===== config.mk =====
export PLATFORM = sky130hd
export DESIGN_NAME = alu_share_arbiter
export DESIGN_NICKNAME = d
export VERILOG_FILES = /design/src/rtl/alu_share_arbiter.sv
export SDC_FILE = /design/constraint.sdc
export NUM_CORES = 1
export LEC_CHECK = 0
export ABC_AREA = 0
export ABC_CLOCK_PERIOD_IN_PS = 3400
export CORE_UTILIZATION = 35
export DETAILED_ROUTE_END_ITERATION = 8
export HOLD_SLACK_MARGIN = 0.03
export MAX_ROUTING_LAYER = met4
export PLACE_DENSITY = 0.79
export SLEW_MARGIN = 25
export SYNTH_ARGS = -nofsm -noshare
export SYNTH_HDL_FRONTEND = slang
export SYNTH_SLANG_ARGS = --single-unit
export TNS_END_PERCENT = 100

===== constraint.sdc =====
create_clock -name clk -period 3.4 [get_ports clk]
set_clock_uncertainty 0.15 [all_clocks]
set_input_delay 0.85 -clock clk [delete_from_list [all_inputs] [get_ports clk]]
set_output_delay 0.85 -clock clk [all_outputs]
set_load 0.005 [all_outputs]

===== src/rtl/alu_share_arbiter.sv =====
// Round-robin arbiter sharing one combinational ALU between two requesters.
// One operation in flight: accept, execute, hold response until consumed.
module alu_share_arbiter #(
  parameter int WIDTH = 32,
  parameter int SEL_W = 4
) (
  input  logic             clk,
  input  logic             rst_n,
  input  logic             req0_valid,
  output logic             req0_ready,
  input  logic [WIDTH-1:0] req0_op1,
  input  logic [WIDTH-1:0] req0_op2,
  input  logic [SEL_W-1:0] req0_sel,
  input  logic             req1_valid,
  output logic             req1_ready,
  input  logic [WIDTH-1:0] req1_op1,
  input  logic [WIDTH-1:0] req1_op2,
  input  logic [SEL_W-1:0] req1_sel,
  output logic             rsp0_valid,
  input  logic             rsp0_ready,
  output logic             rsp1_valid,
  input  logic             rsp1_ready,
  output logic [WIDTH-1:0] rsp_res,
  output logic             rsp_zf,
  output logic             rsp_err,
  output logic [WIDTH-1:0] alu_op1,
  output logic [WIDTH-1:0] alu_op2,
  output logic [SEL_W-1:0] alu_sel,
  input  logic [WIDTH-1:0] alu_res,
  input  logic             alu_zf,
  output logic             busy
);

  typedef enum logic [1:0] {
    IDLE = 2'd0,
    EXEC = 2'd1,
    RESP = 2'd2
  } state_t;

  state_t           r_state;
  state_t           w_next;
  logic             r_last;
  logic             r_gnt;
  logic [WIDTH-1:0] r_op1;
  logic [WIDTH-1:0] r_op2;
  logic [SEL_W-1:0] r_sel;
  logic [WIDTH-1:0] r_res;
  logic             r_zf;
  logic             r_err;

  logic             w_any;
  logic             w_gnt;
  logic             w_accept;
  logic             w_fire;
  logic             w_illegal;

  // Grant: single requester wins outright, a tie goes to the one not served last.
  always_comb begin
    w_any = req0_valid | req1_valid;
    w_gnt = (req0_valid && req1_valid) ? ~r_last : req1_valid;
  end

  // Select codes the ALU actually implements.
  always_comb begin
    w_illegal = !(r_sel inside {
      SEL_W'(0), SEL_W'(1), SEL_W'(2),
      SEL_W'(6), SEL_W'(7), SEL_W'(12)});
  end

  // State register.
  always_ff @(posedge clk or negedge rst_n) begin
    if (!rst_n) r_state <= IDLE;
    else        r_state <= w_next;
  end

  // Next state and handshake outputs.
  always_comb begin
    w_next     = r_state;
    w_accept   = 1'b0;
    w_fire     = 1'b0;
    req0_ready = 1'b0;
    req1_ready = 1'b0;
    rsp0_valid = 1'b0;
    rsp1_valid = 1'b0;
    unique case (r_state)
      IDLE: begin
        if (w_any) begin
          w_accept   = 1'b1;
          req0_ready = ~w_gnt;
          req1_ready = w_gnt;
          w_next     = EXEC;
        end
      end
      EXEC: w_next = RESP;
      RESP: begin
        rsp0_valid = ~r_gnt;
        rsp1_valid = r_gnt;
        w_fire = r_gnt ? rsp1_ready : rsp0_ready;
        if (w_fire) w_next = IDLE;
      end
      default: w_next = IDLE;
    endcase
  end

  // Latch the winning request on accept.
  always_ff @(posedge clk or negedge rst_n) begin
    if (!rst_n) begin
      r_last <= 1'b1;
      r_gnt  <= 1'b0;
      r_op1  <= '0;
      r_op2  <= '0;
      r_sel  <= '0;
    end else if (w_accept) begin
      r_last <= w_gnt;
      r_gnt  <= w_gnt;
      r_op1  <= w_gnt ? req1_op1 : req0_op1;
      r_op2  <= w_gnt ? req1_op2 : req0_op2;
      r_sel  <= w_gnt ? req1_sel : req0_sel;
    end
  end

  // Capture the ALU outcome at the end of the execute cycle.
  always_ff @(posedge clk or negedge rst_n) begin
    if (!rst_n) begin
      r_res <= '0;
      r_zf  <= 1'b0;
      r_err <= 1'b0;
    end else if (r_state == EXEC) begin
      r_res <= alu_res;
      r_zf  <= alu_zf;
      r_err <= w_illegal;
    end
  end

  assign alu_op1 = r_op1;
  assign alu_op2 = r_op2;
  assign alu_sel = r_sel;
  assign rsp_res = r_res;
  assign rsp_zf  = r_zf;
  assign rsp_err = r_err;
  assign busy    = (r_state != IDLE);

endmodule


* Yosys cells after proc, flatten, opt, wreduce, memory -nomap -nowiden
Cells that the tools add are included.
** Storage, ports and cells
- Register bits after elaboration :: 106
- Bits of input ports :: 175
- Output and inout bits :: 107
** Cells by class
- Eq/ne operators :: 9
- Muxes and demuxes :: 16
- Bitwise operators :: 4
- Reduce and logical (&&, ||, !) cells :: 7
** Operators with widths (number)
- 2-to-1 mux 32 bit :: 2
- 2-to-1 mux 1 bit :: 10
- == test 4 x 3 -> 1 bit, second input constant :: 2
- one-hot mux 2 bit (3 select lines) :: 1
- nonzero test 6 bit :: 1
- == test 4 x 1 -> 1 bit, second input constant :: 1
- == test 4 x 2 -> 1 bit, second input constant :: 1
- == test 4 bit, second input constant :: 1
- logical NOT 4 bit :: 1
- 2-to-1 mux 2 bit :: 2
- 2-to-1 mux 4 bit :: 1
- inequality test 2 bit, second input constant :: 2
- NOT 1 bit :: 3
- == test 2 x 1 -> 1 bit, second input constant :: 1
- == test 2 bit, second input constant :: 1
- logical NOT 2 bit :: 1
- AND reduction 2 bit :: 1
- nonzero test 2 bit :: 1
- logical AND 1 bit :: 1
- logical NOT 1 bit :: 1
- OR 1 bit :: 1

* Depth between registers and ports, before layout
Gate-level depths: netlist (run 1).
- Depth after elaboration :: 5
- Mapped depth :: 6

* Worst setup path after synthesis (run 1)
Ideal clock, no wire load.
- Path type :: input port to output port
- Start point :: input port req1_valid
- End point :: output port req0_ready
- Data arrival time :: 1553 ps
- Data required time :: 2400 ps
- Setup slack :: 847 ps
- Stages :: 4
- Buffers on the path :: 2
- Cell sequence :: or2_1 > and3_1 > clkbuf_1 > buf_2
** On the way
- Longest elaborated chain between the ends :: 5
** Ends and longest elaborated chain
- from (decl) :: RTL line 14 : input logic req1_valid,
- logical AND 1 bit :: RTL line 60 : w_gnt = (req0_valid && req1_valid) ? ~r_last : req1_valid;
- 2-to-1 mux 1 bit :: RTL line 60
- NOT 1 bit :: RTL line 89 : req0_ready = ~w_gnt;
- 2-to-1 mux 1 bit * :: RTL line 87 : if (w_any) begin
- 2-to-1 mux 1 bit * :: RTL line 85 : unique case (r_state)
- to (decl) :: RTL line 10 : output logic req0_ready,
Every way passes the cells marked *; elsewhere a longest branch is shown, timed or not.

* Final worst setup path (run 1)
Ends and elaborated chain as after synthesis.

==> metrics.md, run 1 <==
| Metric | Value |
|---|---|
| Outcome | complete, no violations |
| Worst Path Arrival | 2.28 ns |
| Skew-Pair Late Insertion Delay | 0.34 ns |
| CP endpoint kind | primary output |
| Antenna Violating Nets Remaining | 0 |
| # rows | 41 |
| Sink Count | 106 |
| Dominant cell type by area after synthesis | dfrtp_1 |
| Final HPWL DP | 10600 µm |
| RSZ-0062 raised after global routing | false |
| Initial DRC count | 170 |
| VDD IR max | 508 µV |
| Cell area after synthesis | 4490 µm² |
| Max FO, Critical Path | 6 |
| # diodes | 0 |
| PostCTS Resize Cnt | 0 |
| Cell total after placement | 806 |
| Worst r2r path cells | 5 |
| Final setup fails | 0 |
| Total Neg Setup Slack | 0 ns |
| Multi-input gate area | 1680 µm² |
| Via count | 4262 |
| Commonest non-fill, non-tap cell in the layout | clkdlybuf4s50_1 |
| Share of the synthesized area in the top cell type | 0.585 |
| R2R Setup Slk | 1.41 ns |
| Aggregate global routing overflow | 0 |
| Syn_nets | 550 |
| Max Cap Viol | 0 |
| Fmax | 305 MHz |
| Worst Path Buf+Inv | 2 |
| Crit-path max cell delay | 0.49 ns |
| Rel. slew slack | 0.537 |
| Most used cell, CP | clkdlybuf4s50_1 |
| Tot GR Track Use | 0.221 |
| Worst min path class | flip-flop to flip-flop |
| Area growth from synthesis to final layout | 74.3% |
| Hold Path Sink | rsp_err |
| Nets | 820 |
| Routed wire length | 14200 µm |
| Worst R2R Start | r_state[1] |
| Cell count after synthesis | 375 |
| Reg-to-Reg End | alu_op1[10] |
| IO Pins | 282 |
| Measured slew at the worst slew-check pin | 0.694 ns |
| Most frequent cells in the layout | 280 x clkdlybuf4s50_1, 105 x dfrtp_1, 48 x and3_1, 48 x a221o_1, 42 x nand2_1 |
| Number of hold buffers added after CTS | 0 |
| Slew Limit Fails | 0 |
| Worst Hold Path Cells | 2 |
| Routed vias/inst | 5.18 |
| TritonCTS clock tree | built |
| Global-route wire length before repair | 21600 µm |
| P_leak | 3.38 nW |
| Synth top area cells | dfrtp_1 59%, a221o_1 11%, mux2_2 8.5%, and3_1 6.8%, nand2_1 3.6% |
| Bufs on Longest Clock Path | 2 |
| CP Launch Type | input pin |
| TritonRoute pass-1 iters | 4 |
| CTS Root Cell | clkbuf_16 |
| CP max-delay cell | clkdlybuf4s50_1 |
| Die Y | 115 µm |
| Fill count | 955 |
| Clock Pin Slew Worst Setup and Hold Paths | 0.07 ns |
| Initial Util | 0.357 |
| Core box area | 12600 µm² |
| Largest delay share family, worst path | buffers and inverters |
| H-tree depth | 3 |
| Yosys warns | 0 |
| Hold Crit Start | rsp_err |
| Mean Syn Cell Area | 12.0 µm² |
| Port Buffer Count | 281 |
| Crit-path cells | clkdlybuf4s50_1 -> a21bo_2 -> and3_2 -> clkdlybuf4s50_1 |
| Crit path kind | input pin to primary output |
| GPL Wtd Cong | 0.839 |
| Die W | 115 µm |
| Tmin final | 3.28 ns |
| Fin. Hold Viols | 0 |
| Wirelength per Cell | 17.3 µm |
| Die Area | 13300 µm² |
| Post-synthesis cell type count | 25 |
| Reg area | 2650 µm² |
| Number of global-route vias before repair | 4232 |
| Clock buffer count from CTS | 9 |
| Final cell count without fillers | 822 |
| Synth Register Bits | 106 |
| Initial antenna violation count | 0 |
| Seq/Total Area, Yosys | 0.591 |
| # DRC | 0 |
| Buffers inserted by post-CTS timing repair | 0 |
| Power density over the cells | 849 nW/µm² |
| Layout cells sized above 1 | 0.108 |
| Final worst-path cycle share | 0.965 |
| WP data required | 2.40 ns |
| Largest net degree at the start of global routing | 55 |
## cell type report
class | instances | share of cell area
inverter | 3 | 0.00144
clock inverter | 4 | 0.00928
clock buffer | 12 | 0.0341
timing repair buffer | 294 | 0.373
sequential | 106 | 0.339
tap | 172 | 0.0275
multi-input combinational | 231 | 0.215
## layer usage
metal | GRT usage | vias to the layer above | part of all wire
li1 | - | 1943 | -
met1 | 0.251 | 2055 | 0.40
met2 | 0.369 | 227 | 0.50
met3 | 0.0511 | 37 | 0.078
met4 | 0.106 | 0 | 0.028
met5 | - | - | 0
## worst min-delay path: stages (launching register included)
cell and delay, ns:
dfrtp_1 0.34, nand2_1 0.06, o31ai_1 0.06
## cells by family (layout without fill, tap and decap cells)
logic type / Yosys count / after routing / share of synthesized area
DFF: 106 / 106 / 0.591
and+or+nand+nor: 103 / 103 / 0.118
AOI/OAI and AO/OA: 94 / 94 / 0.167
buffers and inverters: 38 / 313 / 0.0385
muxes: 34 / 34 / 0.0853
## how the worst max path moves through the flow
stage	slack, ns	endpoint	cells after the start	from
floorplan	0.85	req0_ready	4	req1_valid
global placement	0.13	req0_ready	4	req1_valid
detailed placement	0.12	req0_ready	4	req1_valid
CTS	0.11	req0_ready	4	req1_valid
global route	0.07	req1_ready	4	req1_valid
finish	0.12	req0_ready	4	req1_valid
## sequential cells by signal (all words and copies together) (netlist names)
register / count
alu_op1: 32
alu_op2: 32
alu_sel: 4
r_gnt: 1
r_last: 1
r_state: 2
rsp_err: 1
rsp_res: 32
rsp_zf: 1
## stage by stage
| stage | instance area (µm²) | total power [mW] | worst slack [ns] | hold WS [ns] | util |
|---|---|---|---|---|---|
| 2_1_floorplan | 4490 | 3.64 | 0.847 | 0.323 | - |
| 3_3_place_gp | 7480 | 5.42 | 0.127 | 0.313 | 0.595 |
| 3_5_place_dp | 7480 | 5.53 | 0.121 | 0.333 | 0.595 |
| 4_1_cts | 7820 | 6.71 | 0.112 | 0.348 | 0.622 |
| 5_1_grt | 7820 | 7.06 | 0.0660 | 0.362 | 0.622 |
| 6_report | 7820 | 6.64 | 0.119 | 0.344 | 0.622 |
## synth_stat cells, drive strengths merged
library cell / instances
o31ai: 1
or2: 1
a21boi: 1
a21oi: 20
mux2: 34
inv: 3
o22ai: 1
and3b: 1
nor2: 4
a31oi: 20
a21bo: 1
a21o: 1
o21ai: 1
nand2: 43
clkbuf: 21
nor2b: 1
buf: 14
nand2b: 2
nor3: 2
dfrtp: 105
dfstp: 1
and3: 49
a221o: 48
## power breakdown
part | total [mW] | internal, mW | switching, mW
Sequential | 2.30 | 1.92 | 0.384
Combinational | 3.19 | 1.99 | 1.20
Clock | 1.15 | 0.704 | 0.450
No activity file was read; power rests on OpenSTA's default activity.
==> run 2: changes to the inputs <==
--- a/config.mk
+++ b/config.mk
@@ -7,6 +7,7 @@
 export LEC_CHECK = 0
 export ABC_AREA = 0
 export ABC_CLOCK_PERIOD_IN_PS = 3400
+export CORE_MARGIN = 5
 export CORE_UTILIZATION = 35
 export DETAILED_ROUTE_END_ITERATION = 8
 export HOLD_SLACK_MARGIN = 0.03
==> run 2 against run 1 <==
Core utilization is 0.85 points lower. Sequential share of layout area is 0.33 points higher. Global-route usage is 2.0 points lower. Via count is 0.31% lower. Power is 2.6% lower. Final area is 0.96% lower. Clock power is 16% lower. Critical path type unchanged. Combinational power hardly changed. Clock-buffer cell count stayed put. Register-to-register slack worse by 0.29 ns.
==> metrics.md, run 2 (synthesis gave the netlist of run 1 again) <==
| Metric | Value |
|---|---|
| Multi-input gate area | 1680 µm² (unchanged) |
| Clock Pin Slew Worst Setup and Hold Paths | 0.06 ns (was 0.07 ns) |
| VDD IR max | 397 µV (was 508 µV) |
| Layout cells sized above 1 | 0.100 (was 0.108) |
| TritonCTS clock tree | built (unchanged) |
| Final worst-path cycle share | 0.957 (was 0.965) |
| RSZ-0062 raised after global routing | false (unchanged) |
| Number of hold buffers added after CTS | 0 (unchanged) |
| Global-route wire length before repair | 23100 µm (was 21600 µm) |
| Placed instance area | 7470 µm² (was 7480 µm²) |
| PostCTS Resize Cnt | 0 (unchanged) |
| Tot GR Track Use | 0.201 (was 0.221) |
| CP endpoint kind | primary output (unchanged) |
| Port Buffer Count | 281 (unchanged) |
| Initial Util | 0.356 (was 0.357) |
| Slew Limit Fails | 0 (unchanged) |
| Final HPWL DP | 11600 µm (was 10600 µm) |
| Max Cap Viol | 0 (unchanged) |
| Most frequent cells in the layout | 280 x clkdlybuf4s50_1, 105 x dfrtp_1, 48 x and3_1, 48 x a221o_1, 42 x nand2_1 (unchanged) |
| Cell total after placement | 803 (was 806) |
| Power density over the cells | 835 nW/µm² (was 849 nW/µm²) |
| Die Area | 15200 µm² (was 13300 µm²) |
| P_leak | 3.33 nW (was 3.38 nW) |
| Most used cell, CP | clkdlybuf4s50_1 (unchanged) |
| Via count | 4249 (was 4262) |
| Max FO, Critical Path | 3 (was 6) |
| Aggregate global routing overflow | 0 (unchanged) |
| Routed wire length | 15200 µm (was 14200 µm) |
| Fmax | 307 MHz (was 305 MHz) |
| Area growth from synthesis to final layout | 72.6% (was 74.3%) |
| Outcome | complete, no violations (unchanged) |
| Total Neg Setup Slack | 0 ns (unchanged) |
| Die Y | 123 µm (was 115 µm) |
| Worst r2r path cells | 5 (unchanged) |
| Bufs on Longest Clock Path | 2 (unchanged) |
| Tmin final | 3.25 ns (was 3.28 ns) |
| Initial antenna violation count | 0 (unchanged) |
| CP max-delay cell | clkdlybuf4s50_1 (unchanged) |
| Measured slew at the worst slew-check pin | 0.658 ns (was 0.694 ns) |
| Fill count | 1030 (was 955) |
| Worst min path class | flip-flop to flip-flop (unchanged) |
| Wirelength per Cell | 18.6 µm (was 17.3 µm) |
| Worst Path Arrival | 2.25 ns (was 2.28 ns) |
| Die W | 123 µm (was 115 µm) |
| Fin. Hold Viols | 0 (unchanged) |
| Final setup fails | 0 (unchanged) |
| Clock buffer count from CTS | 9 (unchanged) |
| Commonest non-fill, non-tap cell in the layout | clkdlybuf4s50_1 (unchanged) |
| Reg area | 2650 µm² (unchanged) |
| Final cell count without fillers | 819 (was 822) |
| CP Launch Type | input pin (unchanged) |
| Crit-path cells | clkdlybuf4s50_1 -> a21bo_2 -> and3_2 -> clkdlybuf4s50_1 (unchanged) |
| GPL Wtd Cong | 0.914 (was 0.839) |
| Buffers inserted by post-CTS timing repair | 0 (unchanged) |
| WP data required | 2.40 ns (about the same) |
| H-tree depth | 3 (unchanged) |
| Worst R2R Start | r_state[1] (unchanged) |
| Reg-to-Reg End | alu_op1[8] (was alu_op1[10]) |
| R2R Setup Slk | 1.12 ns (was 1.41 ns) |
| IO Pins | 282 (unchanged) |
| # DRC | 0 (unchanged) |
| Number of global-route vias before repair | 4462 (was 4232) |
| Nets | 817 (was 820) |
| Crit-path max cell delay | 0.53 ns (was 0.49 ns) |
| Crit path kind | input pin to primary output (unchanged) |
| # diodes | 0 (unchanged) |
| CTS Root Cell | clkbuf_16 (unchanged) |
| Design Power | 6.47 mW (was 6.64 mW) |
| # rows | 41 (unchanged) |
| Antenna Violating Nets Remaining | 0 (unchanged) |
| WHS | 0.335 ns (was 0.344 ns) |
| Skew-Pair Late Insertion Delay | 0.33 ns (was 0.34 ns) |
| Sink Count | 106 (unchanged) |
| Critical Path Start | req0_valid (was req1_valid) |
| TritonRoute pass-1 iters | 4 (unchanged) |
| Routed vias/inst | 5.19 (was 5.18) |
| Rel. slew slack | 0.561 (was 0.537) |
| Largest net degree at the start of global routing | 57 (was 55) |
| Final instance area | 7750 µm² (was 7820 µm²) |
| Initial DRC count | 308 (was 170) |
| Crit path capture | req0_ready (unchanged) |
| Core box area | 12600 µm² (about the same) |
-- run 2: cell count changes in the layout (fill, tap and decap cells not counted), sizes merged --
cell and change:
buf -3, bufinv -2, clkinvlp +2
-- run 2: stage by stage --
stage	utilization	setup WS [ns]
after CTS	0.614	0.138
final	0.614	0.148
after global placement	0.592	0.156
after floorplan	-	0.847
after detailed placement	0.592	0.146
after global routing	0.614	0.0772
-- run 2: how the worst min path moves through the flow --
stage | start | end | slack, ns | cells after the start
after floorplan | rsp_err | rsp_err | 0.32 | 2
after global placement | rsp_err | rsp_err | 0.32 | 2
after detailed placement | rsp_err | rsp_err | 0.32 | 2
after CTS | rsp_err | rsp_err | 0.34 | 2
after global routing | rsp_err | rsp_err | 0.37 | 2
final | rsp_err | rsp_err | 0.34 | 2
-- run 2: cell type report --
cell class / count / share of cell area
timing repair buffer: 291 / 0.376
sequential: 106 / 0.343
multi-input combinational: 231 / 0.217
clock buffer: 12 / 0.0318
tap: 172 / 0.0278
clock inverter: 4 / 0.00355
inverter: 3 / 0.00145
-- run 2: per-layer routing --
| layer | global-route usage | share of wire | vias to the layer above |
|---|---|---|---|
| met1 | 0.231 | 0.38 | 2038 |
| met4 | 0.0879 | 0.033 | 0 |
| met3 | 0.0636 | 0.11 | 42 |
| li1 | - | - | 1936 |
| met2 | 0.326 | 0.48 | 233 |
| met5 | - | 0 | - |
-- run 2: critical path: cells and delay by family --
| kind | cells | cell delay, ns |
|---|---|---|
| buf+inv | 2 | 1.04 |
| simple gates | 1 | 0.19 |
| compound gates | 1 | 0.17 |
-- run 2: where the power goes --
part           leakage (nW)  switching [mW]  internal [mW]  total (mW)
combinational          1.95            1.21           2.00        3.21
clock                 0.125           0.447          0.516       0.963
sequential             1.25           0.383           1.92        2.30
==> run 3: changes to the inputs <==
--- a/config.mk
+++ b/config.mk
@@ -13,6 +13,7 @@
 export HOLD_SLACK_MARGIN = 0.03
 export MAX_ROUTING_LAYER = met4
 export PLACE_DENSITY = 0.79
+export RECOVER_POWER = 50
 export SLEW_MARGIN = 25
 export SYNTH_ARGS = -nofsm -noshare
 export SYNTH_HDL_FRONTEND = slang
==> run 3 against run 2 <==
First-iteration DRC count shrank 2.6%. Die area stayed put. Clock power is essentially flat. Fmax about the same. Critical endpoint unchanged. Highest routed layer unchanged.
==> metrics.md, run 3 (synthesis gave the netlist of run 1 again) <==
| Metric | Value |
|---|---|
| Outcome | complete, no violations (unchanged) |
| Aggregate global routing overflow | 0 (unchanged) |
| CP Launch Type | input pin (unchanged) |
| Slew Limit Fails | 0 (unchanged) |
| Sequential share of power | 0.357 (was 0.355) |
| Die Area | 15200 µm² (unchanged) |
| Die W | 123 µm (unchanged) |
| Cell total after placement | 803 (unchanged) |
| WP data required | 2.40 ns (about the same) |
| Nets | 817 (unchanged) |
| Net Sw Frac | 0.318 (was 0.315) |
| Final setup fails | 0 (unchanged) |
| Final HPWL DP | 11600 µm (unchanged) |
| Clock buffer count from CTS | 9 (unchanged) |
| Clock Pin Slew Worst Setup and Hold Paths | 0.06 ns (about the same) |
| Tot GR Track Use | 0.201 (unchanged) |
| CP endpoint kind | primary output (unchanged) |
| Via count | 4268 (was 4249) |
| Layout cells sized above 1 | 0.0989 (was 0.100) |
| TritonRoute pass-1 iters | 4 (unchanged) |
| Worst R2R Start | r_state[1] (unchanged) |
| Placed instance area | 7470 µm² (unchanged) |
| CTS Root Cell | clkbuf_16 (unchanged) |
| Psw | 2.04 mW (about the same) |
| Design Power | 6.43 mW (was 6.47 mW) |
| VDD IR max | 398 µV (was 397 µV) |
| Final cell count without fillers | 819 (unchanged) |
| WHS | 0.329 ns (was 0.335 ns) |
| PostCTS Resize Cnt | 0 (unchanged) |
| Crit path kind | input pin to primary output (unchanged) |
| Number of hold buffers added after CTS | 0 (unchanged) |
| Area growth from synthesis to final layout | 72.1% (was 72.6%) |
| Final worst-path cycle share | 0.957 (about the same) |
| Max FO, Critical Path | 3 (unchanged) |
| Final instance area | 7720 µm² (was 7750 µm²) |
| Initial DRC count | 300 (was 308) |
| Hold Path Sink | rsp_err (unchanged) |
| Die Y | 123 µm (unchanged) |
| # diodes | 0 (unchanged) |
| P_leak | 3.33 nW (about the same) |
| Buffers inserted by post-CTS timing repair | 0 (unchanged) |
| Util after Layout | 0.612 (was 0.614) |
| Fin. Hold Viols | 0 (unchanged) |
| Gate power share | 0.493 (was 0.496) |
| Bufs on Longest Clock Path | 2 (unchanged) |
| # rows | 41 (unchanged) |
| Hold Crit Start | rsp_err (unchanged) |
| Most frequent cells in the layout | 261 x clkdlybuf4s50_1, 105 x dfrtp_1, 48 x and3_1, 48 x a221o_1, 42 x nand2_1 (was 280 x clkdlybuf4s50_1, 105 x dfrtp_1, 48 x and3_1, 48 x a221o_1, 42 x nand2_1) |
| H-tree depth | 3 (unchanged) |
| Largest net degree at the start of global routing | 57 (unchanged) |
| Tmin final | 3.25 ns (about the same) |
| Core box area | 12600 µm² (unchanged) |
| Wirelength per Cell | 18.7 µm (was 18.6 µm) |
| Skew-Pair Late Insertion Delay | 0.33 ns (about the same) |
| DP Worst Slack | 0.146 ns (unchanged) |
| Sink Count | 106 (unchanged) |
| Power density over the cells | 832 nW/µm² (was 835 nW/µm²) |
| Reg-to-Reg End | rsp_res[13] (was alu_op1[8]) |
| Measured slew at the worst slew-check pin | 1.29 ns (was 0.658 ns) |
| Worst min path class | flip-flop to flip-flop (unchanged) |
| Total Neg Setup Slack | 0 ns (unchanged) |
| Worst Path Arrival | 2.25 ns (about the same) |
| Antenna Violating Nets Remaining | 0 (unchanged) |
| Number of global-route vias before repair | 4462 (unchanged) |
| Port Buffer Count | 281 (unchanged) |
| RSZ-0062 raised after global routing | false (unchanged) |
| R2R Setup Slk | 0.82 ns (was 1.12 ns) |
| TritonCTS clock tree | built (unchanged) |
| Worst r2r path cells | 3 (was 5) |
| Global-route wire length before repair | 23100 µm (unchanged) |
| Initial Util | 0.356 (unchanged) |
| Worst Hold Path Cells | 2 (unchanged) |
| Internal power | 4.38 mW (was 4.43 mW) |
| GPL Wtd Cong | 0.914 (unchanged) |
| IO Pins | 282 (unchanged) |
| Clock power frac | 0.150 (was 0.149) |
| Fmax | 307 MHz (about the same) |
| Routed vias/inst | 5.21 (was 5.19) |
| Initial antenna violation count | 0 (unchanged) |
| # DRC | 0 (unchanged) |
| Max Cap Viol | 0 (unchanged) |
| Fill count | 1033 (was 1030) |
| Setup WS post-layout | 0.148 ns (about the same) |
| Rel. slew slack | 0.139 (was 0.561) |
| Routed wire length | 15300 µm (was 15200 µm) |
| Commonest non-fill, non-tap cell in the layout | clkdlybuf4s50_1 (unchanged) |
## run 3: cell count changes in the layout (fill, tap and decap cells not counted)
cell | previous run | this run
buf_12 | 2 | 1
buf_2 | 0 | 1
buf_4 | 9 | 7
clkbuf_1 | 2 | 3
clkbuf_2 | 0 | 1
clkdlybuf4s50_1 | 280 | 261
dlygate4sd3_1 | 0 | 19
## run 3: worst max-delay path, stage by stage
cell	delay, ns
clkdlybuf4s50_1	0.53
a21bo_2	0.17
and3_2	0.19
clkdlybuf4s50_1	0.51
## run 3: worst max path at each step
stage | cells after the start | to | startpoint | slack [ns]
floorplan | 4 | req0_ready | req1_valid | 0.85
global placement | 4 | req0_ready | req0_valid | 0.16
detailed placement | 4 | req0_ready | req0_valid | 0.15
CTS | 4 | req0_ready | req0_valid | 0.14
global route | 4 | req1_ready | req1_valid | 0.08
finish | 4 | req0_ready | req0_valid | 0.15
## run 3: area by class of cell
cell class | instances | area [µm²] | share of cell area
repair buffers | 291 | 2890 | 0.374
multi-input cells | 231 | 1680 | 0.218
clock buffers | 12 | 246 | 0.0319
flip-flops and latches | 106 | 2650 | 0.344
well taps | 172 | 215 | 0.0279
clock inverters | 4 | 27.5 | 0.00356
inverters | 3 | 11.3 | 0.00146
## run 3: power by group through the flow
stage               Combinational (mW)  Clock (mW)  Sequential [mW]
CTS                               3.25       0.993             2.30
global placement                  3.18           0             2.29
floorplan                         1.33           0             2.31
finish                            3.17       0.965             2.29
global route                      3.43        1.04             2.39
detailed placement                3.25           0             2.31
## run 3: per-layer routing
metal	vias to the layer above	track usage	wire length [µm]
met5	-	-	0
met4	0	0.0879	522
met3	44	0.0636	1650
met2	242	0.326	7260
met1	2040	0.231	5850
li1	1942	-	-
